### src/rtl/free_list_if.sv
// Rename/commit-facing bundle of the physical-register free list.
// master drives requests and returns; slave is the free list itself.
interface free_list_if #(
    parameter int PREG_W = 6,
    parameter int PTR_W  = 6
);
    logic              alloc_req_i;
    logic              alloc_gnt_o;
    logic [PREG_W-1:0] alloc_preg_o;
    logic              free_valid_i;
    logic [PREG_W-1:0] free_preg_i;
    logic              ckpt_save_i;
    logic              ckpt_restore_i;
    logic              ckpt_valid_o;
    logic [PTR_W-1:0]  count_o;
    logic              empty_o;
    logic              overflow_o;

    modport master (
        output alloc_req_i, free_valid_i, free_preg_i,
        output ckpt_save_i, ckpt_restore_i,
        input  alloc_gnt_o, alloc_preg_o, ckpt_valid_o,
        input  count_o, empty_o, overflow_o
    );

    modport slave (
        input  alloc_req_i, free_valid_i, free_preg_i,
        input  ckpt_save_i, ckpt_restore_i,
        output alloc_gnt_o, alloc_preg_o, ckpt_valid_o,
        output count_o, empty_o, overflow_o
    );
endinterface

### src/rtl/free_list.sv
// Physical-register free list: circular FIFO of unmapped pregs.
// Define FREE_LIST_CKPT_EN for single-checkpoint allocation rewind.
module free_list #(
    parameter int NUM_PREGS = 64,
    parameter int NUM_AREGS = 32,
    parameter int PREG_W    = $clog2(NUM_PREGS)
) (
    input logic       clk,
    input logic       rst,
    free_list_if.slave bus
);
    localparam int DEPTH = NUM_PREGS - NUM_AREGS;
    localparam int PTR_W = $clog2(DEPTH) + 1;
    localparam int IDX_W = PTR_W - 1;

    logic [PREG_W-1:0] mem_q [DEPTH];
    logic [PREG_W-1:0] mem_d [DEPTH];
    logic [PTR_W-1:0]  head_q, head_d;
    logic [PTR_W-1:0]  tail_q, tail_d;
    logic              ovf_q, ovf_d;
    logic [PTR_W-1:0]  count;
    logic              empty;
    logic              full;
    logic              ret;
    logic              push;
    logic              gnt;
    logic              restore;

    assign count = tail_q - head_q;
    assign empty = (count == '0);
    assign full  = (count == PTR_W'(DEPTH));
    // p0 is hardwired x0 and must never enter the list
    assign ret   = bus.free_valid_i && (bus.free_preg_i != '0);
    assign push  = ret && !full;

`ifdef FREE_LIST_CKPT_EN
    logic [PTR_W-1:0] ckpt_head_q, ckpt_head_d;
    logic             ckpt_valid_q, ckpt_valid_d;

    assign restore = bus.ckpt_restore_i;
`else
    logic unused_ckpt;

    assign restore     = 1'b0;
    assign unused_ckpt = bus.ckpt_save_i ^ bus.ckpt_restore_i;
`endif

    assign gnt = bus.alloc_req_i && !empty && !restore;

    always_comb begin
        head_d = head_q;
        tail_d = tail_q;
        mem_d  = mem_q;
        ovf_d  = ret && full;
        if (gnt) begin
            head_d = head_q + PTR_W'(1);
        end
        if (push) begin
            mem_d[tail_q[IDX_W-1:0]] = bus.free_preg_i;
            tail_d = tail_q + PTR_W'(1);
        end
`ifdef FREE_LIST_CKPT_EN
        ckpt_head_d  = ckpt_head_q;
        ckpt_valid_d = ckpt_valid_q;
        if (restore) begin
            if (ckpt_valid_q) begin
                head_d       = ckpt_head_q;
                ckpt_valid_d = 1'b0;
            end
        end else if (bus.ckpt_save_i) begin
            // snapshot is the post-edge head, so a same-cycle pop is kept
            ckpt_head_d  = head_d;
            ckpt_valid_d = 1'b1;
        end
`endif
    end

    always_ff @(posedge clk) begin
        if (rst) begin
            for (int i = 0; i < DEPTH; i++) begin
                mem_q[i] <= PREG_W'(NUM_AREGS + i);
            end
            head_q <= '0;
            tail_q <= PTR_W'(DEPTH);
            ovf_q  <= 1'b0;
        end else begin
            mem_q  <= mem_d;
            head_q <= head_d;
            tail_q <= tail_d;
            ovf_q  <= ovf_d;
        end
    end

`ifdef FREE_LIST_CKPT_EN
    always_ff @(posedge clk) begin
        if (rst) begin
            ckpt_head_q  <= '0;
            ckpt_valid_q <= 1'b0;
        end else begin
            ckpt_head_q  <= ckpt_head_d;
            ckpt_valid_q <= ckpt_valid_d;
        end
    end

    assign bus.ckpt_valid_o = ckpt_valid_q;
`else
    assign bus.ckpt_valid_o = 1'b0;
`endif

    assign bus.alloc_gnt_o  = gnt;
    assign bus.alloc_preg_o = mem_q[head_q[IDX_W-1:0]];
    assign bus.count_o      = count;
    assign bus.empty_o      = empty;
    assign bus.overflow_o   = ovf_q;
endmodule

### src/flat_wrapper.sv
// flat-port wrapper written by rule: the top's interface ports become plain ports
module free_list_flat 
#(
    parameter int NUM_PREGS = 64,
    parameter int NUM_AREGS = 32,
    parameter int PREG_W    = $clog2(NUM_PREGS)
)
  (clk, rst, bus_alloc_req_i, bus_free_valid_i, bus_free_preg_i, bus_ckpt_save_i, bus_ckpt_restore_i, bus_alloc_gnt_o, bus_alloc_preg_o, bus_ckpt_valid_o, bus_count_o, bus_empty_o, bus_overflow_o);
  free_list_if #(.PREG_W(PREG_W), .PTR_W(6)) bus_i ();
  input logic clk;
  input logic rst;
  input wire logic [$bits(bus_i.alloc_req_i)-1:0] bus_alloc_req_i;
  input wire logic [$bits(bus_i.free_valid_i)-1:0] bus_free_valid_i;
  input wire logic [$bits(bus_i.free_preg_i)-1:0] bus_free_preg_i;
  input wire logic [$bits(bus_i.ckpt_save_i)-1:0] bus_ckpt_save_i;
  input wire logic [$bits(bus_i.ckpt_restore_i)-1:0] bus_ckpt_restore_i;
  output wire logic [$bits(bus_i.alloc_gnt_o)-1:0] bus_alloc_gnt_o;
  output wire logic [$bits(bus_i.alloc_preg_o)-1:0] bus_alloc_preg_o;
  output wire logic [$bits(bus_i.ckpt_valid_o)-1:0] bus_ckpt_valid_o;
  output wire logic [$bits(bus_i.count_o)-1:0] bus_count_o;
  output wire logic [$bits(bus_i.empty_o)-1:0] bus_empty_o;
  output wire logic [$bits(bus_i.overflow_o)-1:0] bus_overflow_o;
  assign bus_i.alloc_req_i = bus_alloc_req_i;
  assign bus_i.free_valid_i = bus_free_valid_i;
  assign bus_i.free_preg_i = bus_free_preg_i;
  assign bus_i.ckpt_save_i = bus_ckpt_save_i;
  assign bus_i.ckpt_restore_i = bus_ckpt_restore_i;
  assign bus_alloc_gnt_o = bus_i.alloc_gnt_o;
  assign bus_alloc_preg_o = bus_i.alloc_preg_o;
  assign bus_ckpt_valid_o = bus_i.ckpt_valid_o;
  assign bus_count_o = bus_i.count_o;
  assign bus_empty_o = bus_i.empty_o;
  assign bus_overflow_o = bus_i.overflow_o;
  free_list #(.NUM_PREGS(NUM_PREGS), .NUM_AREGS(NUM_AREGS), .PREG_W(PREG_W)) u_core (.clk(clk), .rst(rst), .bus(bus_i));
endmodule
### config.mk
export PLATFORM = sky130hd
export DESIGN_NAME = free_list_flat
export DESIGN_NICKNAME = d
export VERILOG_FILES = /design/src/rtl/free_list_if.sv /design/src/rtl/free_list.sv /design/src/flat_wrapper.sv
export SDC_FILE = /design/constraint.sdc
export NUM_CORES = 1
export LEC_CHECK = 0
export CORE_MARGIN = 1
export CORE_UTILIZATION = 50
export CTS_CLUSTER_SIZE = 14
export DETAILED_ROUTE_END_ITERATION = 6
export HOLD_SLACK_MARGIN = 0.08
export PLACE_DENSITY = 0.69
export SLEW_MARGIN = 10
export SYNTH_ARGS = -nofsm -noshare
export SYNTH_HDL_FRONTEND = slang
export SYNTH_SLANG_ARGS = --single-unit
### constraint.sdc
create_clock -name clk -period 5.1 [get_ports clk]
set_input_delay 1.02 -clock clk [delete_from_list [all_inputs] [get_ports clk]]
set_output_delay 1.02 -clock clk [all_outputs]
set_load 0.02 [all_outputs]
==> impl_metrics.toml <==
[status]
run_status = "finished, final reports clean"

[timing]
setup_tns_ns = 0
slew_violations = 0
hold_viol_final = 0
fin_crit_sh_pct = 93.1
post-route-min-period_ns = 4.75
fin_hold_ws_ns = 0.471
max_slew_margin_pct = 19.6
rsz0062_at_grt = "false"
tightest_slew_ns = 1.20
clock_skew_ns = 0.0137
setup_slack_ns = 0.352
finalSetupViolCount = 0
fmax_mhz = 211

[cts]
cts_tree = "done"
cts_max_level = 1
clk_latency_ns = 0.50
cts-root-buf = "clkbuf_16"
cts_buffers = 22
clk_pin_slew_worst_paths_ns = 0.06
post_cts_buffers = 0
post_cts_resized = 0
cts.sinks = 205
clockBufferDepth = 3
postCtsHoldBufs = 0

[power_and_ir_drop]
p_leak_nw = 4.95
ir_worst_vdd_uv = 246
total_power_mw = 4.26
power_density_nw_per_um2 = 378

[detailed_routing]
drtIter0Drc = 443
wl_per_cell_um = 19.2
ant_nets = 0
wl_um = 22200
num_vias = 6585
route.detailed.drc = 0
vias_per_cell = 5.68
dr.pass1.iters = 5

[yosys]
synth_edf_count = 0
synth_fa_ha_area_share_pct = 1.42
synth_cell_types = 54
synthSimpleGateAreaFrac_pct = 19.4
synth_mux_area_share_pct = 32.6
synth_compound_area_share_pct = 1.95
synth.most_common_cell = "dfxtp_1"
syn_inst = 896
synth_top_area_cell = "dfxtp_1"
avgSynthCellArea_sq_um = 11.4
synth-seq-cells = 205
ys_top_cells_by_area = "dfxtp_1 40%, mux2i_1 19%, mux4_2 13%"
synth_top_family_by_area = "multiplexers"
syn-num-nets = 919
synth_top_area_share_pct = 40.1
ys.flop_type = "dfxtp_1"
yosysWarningCount = 0
synth_xor_area_share_pct = 0.343
netlist_area_sq_um = 10200
seq_area_frac_synth_pct = 40.1
synthArstFlopShare_pct = 0
yosys-top-cells-count = "205 x dfxtp_1, 194 x mux2i_1, 130 x nor2_1"

[worst_hold_path]
hold_class = "register to register"

[layout]
syn2layout_area_growth_pct = 10.2
nNetsFinal = 902
post-route-util_pct = 57.0
antenna_cells = 0
instances_no_fill = 1159
drive_gt1_share_pct = 17.8
postLayoutCellArea_sq_um = 11300
nFillCells = 1649

[global_route]
grt_pass1_wl_um = 36300
grt_max_degree = 134
antenna_found_initial = 1
overflow = 0
grt_use_total_pct = 21.7
first_global_vias = 6488

[floorplan]
core.rowCount = 51
initial_core_util_pct = 51.7
die-area_sq_um = 21000
die_w_um = 145
fp.dieH_um = 145
fp.coreArea_sq_um = 19800
io_pins = 28

[flow_run]
cap_violations = 0

[placement]
placed_cell_area_sq_um = 10500
pre_cts_ws_ns = 0.852
globalplace.congestion = 0.843
placedCellCount = 1120
dp_hpwl_um = 14200
port_buffers = 24

[setup_path]
cp-end-kind = "output port"
crit_chain = "ha_1, fa_1, inv_1, nor4_1, mux2i_1, nor4_2, clkdlybuf4s50_1"
crit_family = "adder cells"
crit_arrival_ns = 3.73
crit_slowest_cell = "clkdlybuf4s50_1"
critical_path_class = "register to output port"
worstPathRequired_ns = 4.08
worst-path-buf-inv = 2
worstPathMaxFanout = 36
start_kind = "register"
cpPeakStageDelay_ns = 0.72
worst min-delay path: stages, from the launching register on:
cell and delay (ns):
dfxtp_1 0.31, nand2b_1 0.06, mux2i_1 0.05
final timing paths:
kind / start / to / slack [ns] / cells past startpoint
setup / recovery: u_core.head_q[0] / bus_empty_o / 0.35 / 7
hold / removal: u_core.mem_q[42] / u_core.mem_q[42] / 0.47 / 2
setup reg to reg: u_core.head_q[0] / u_core.mem_q[4] / 1.61 / 9
hold reg to reg: u_core.mem_q[42] / u_core.mem_q[42] / 0.47 / 2
where the power goes:
group / leakage (nW) / internal (mW) / switching [mW] / total [mW]
combinational: 2.94 / 0.396 / 0.603 / 0.999
clock: 0.356 / 0.947 / 0.624 / 1.57
sequential: 1.66 / 1.64 / 0.0555 / 1.69
registers in the layout, summed over array words and instances, names as in the netlist:
register / flops
u_core.mem_q: 192
u_core.head_q: 6
u_core.tail_q: 6
u_core.bus.overflow_o: 1
layout make-up:
cell class	instances	area [sq um]	share of cell area (%)
Clock buffer	34	667	5.92
Inverter	13	48.8	0.433
Multi-Input combinational cell	601	5720	50.7
Sequential cell	205	4110	36.5
Timing Repair Buffer	36	344	3.05
Tap cell	265	332	2.94
Clock inverter	5	50.0	0.444
placed cells by master (no fill, tap or decap), drive strengths merged, types with 5 or more instances in the layout:
cell / instances
inv: 13
nand4: 35
a21oi: 7
nand2: 20
clkbuf: 34
mux2i: 194
clkdlybuf4s50: 23
dfxtp: 205
nor2: 130
ha: 10
mux4: 60
nor3: 5
nand2b: 86
buf: 13
cells by family (layout without fill, tap and decap cells):
group / count (synthesis) / after routing
AOI/OAI and AO/OA: 25 / 25
xor gates and xnor gates: 4 / 4
adders and majority gates: 11 / 11
buffers and inverters: 90 / 88
DFF: 205 / 205
muxes: 258 / 258
other: 1 / 1
and+or+nand+nor: 302 / 302
layer usage:
layer  GRT usage (%)  wire length [um]  share of wire [%]  vias to the layer above
li1                -                 -                  -                     3143
met1            31.9             10600                 48                     3259
met2            33.3              9900                 45                      143
met3            3.14              1210                5.4                       40
met4            5.85               541                2.4                        0
met5               0                 0                  0                        -
Note: power is estimated with default switching activity, not from simulation.
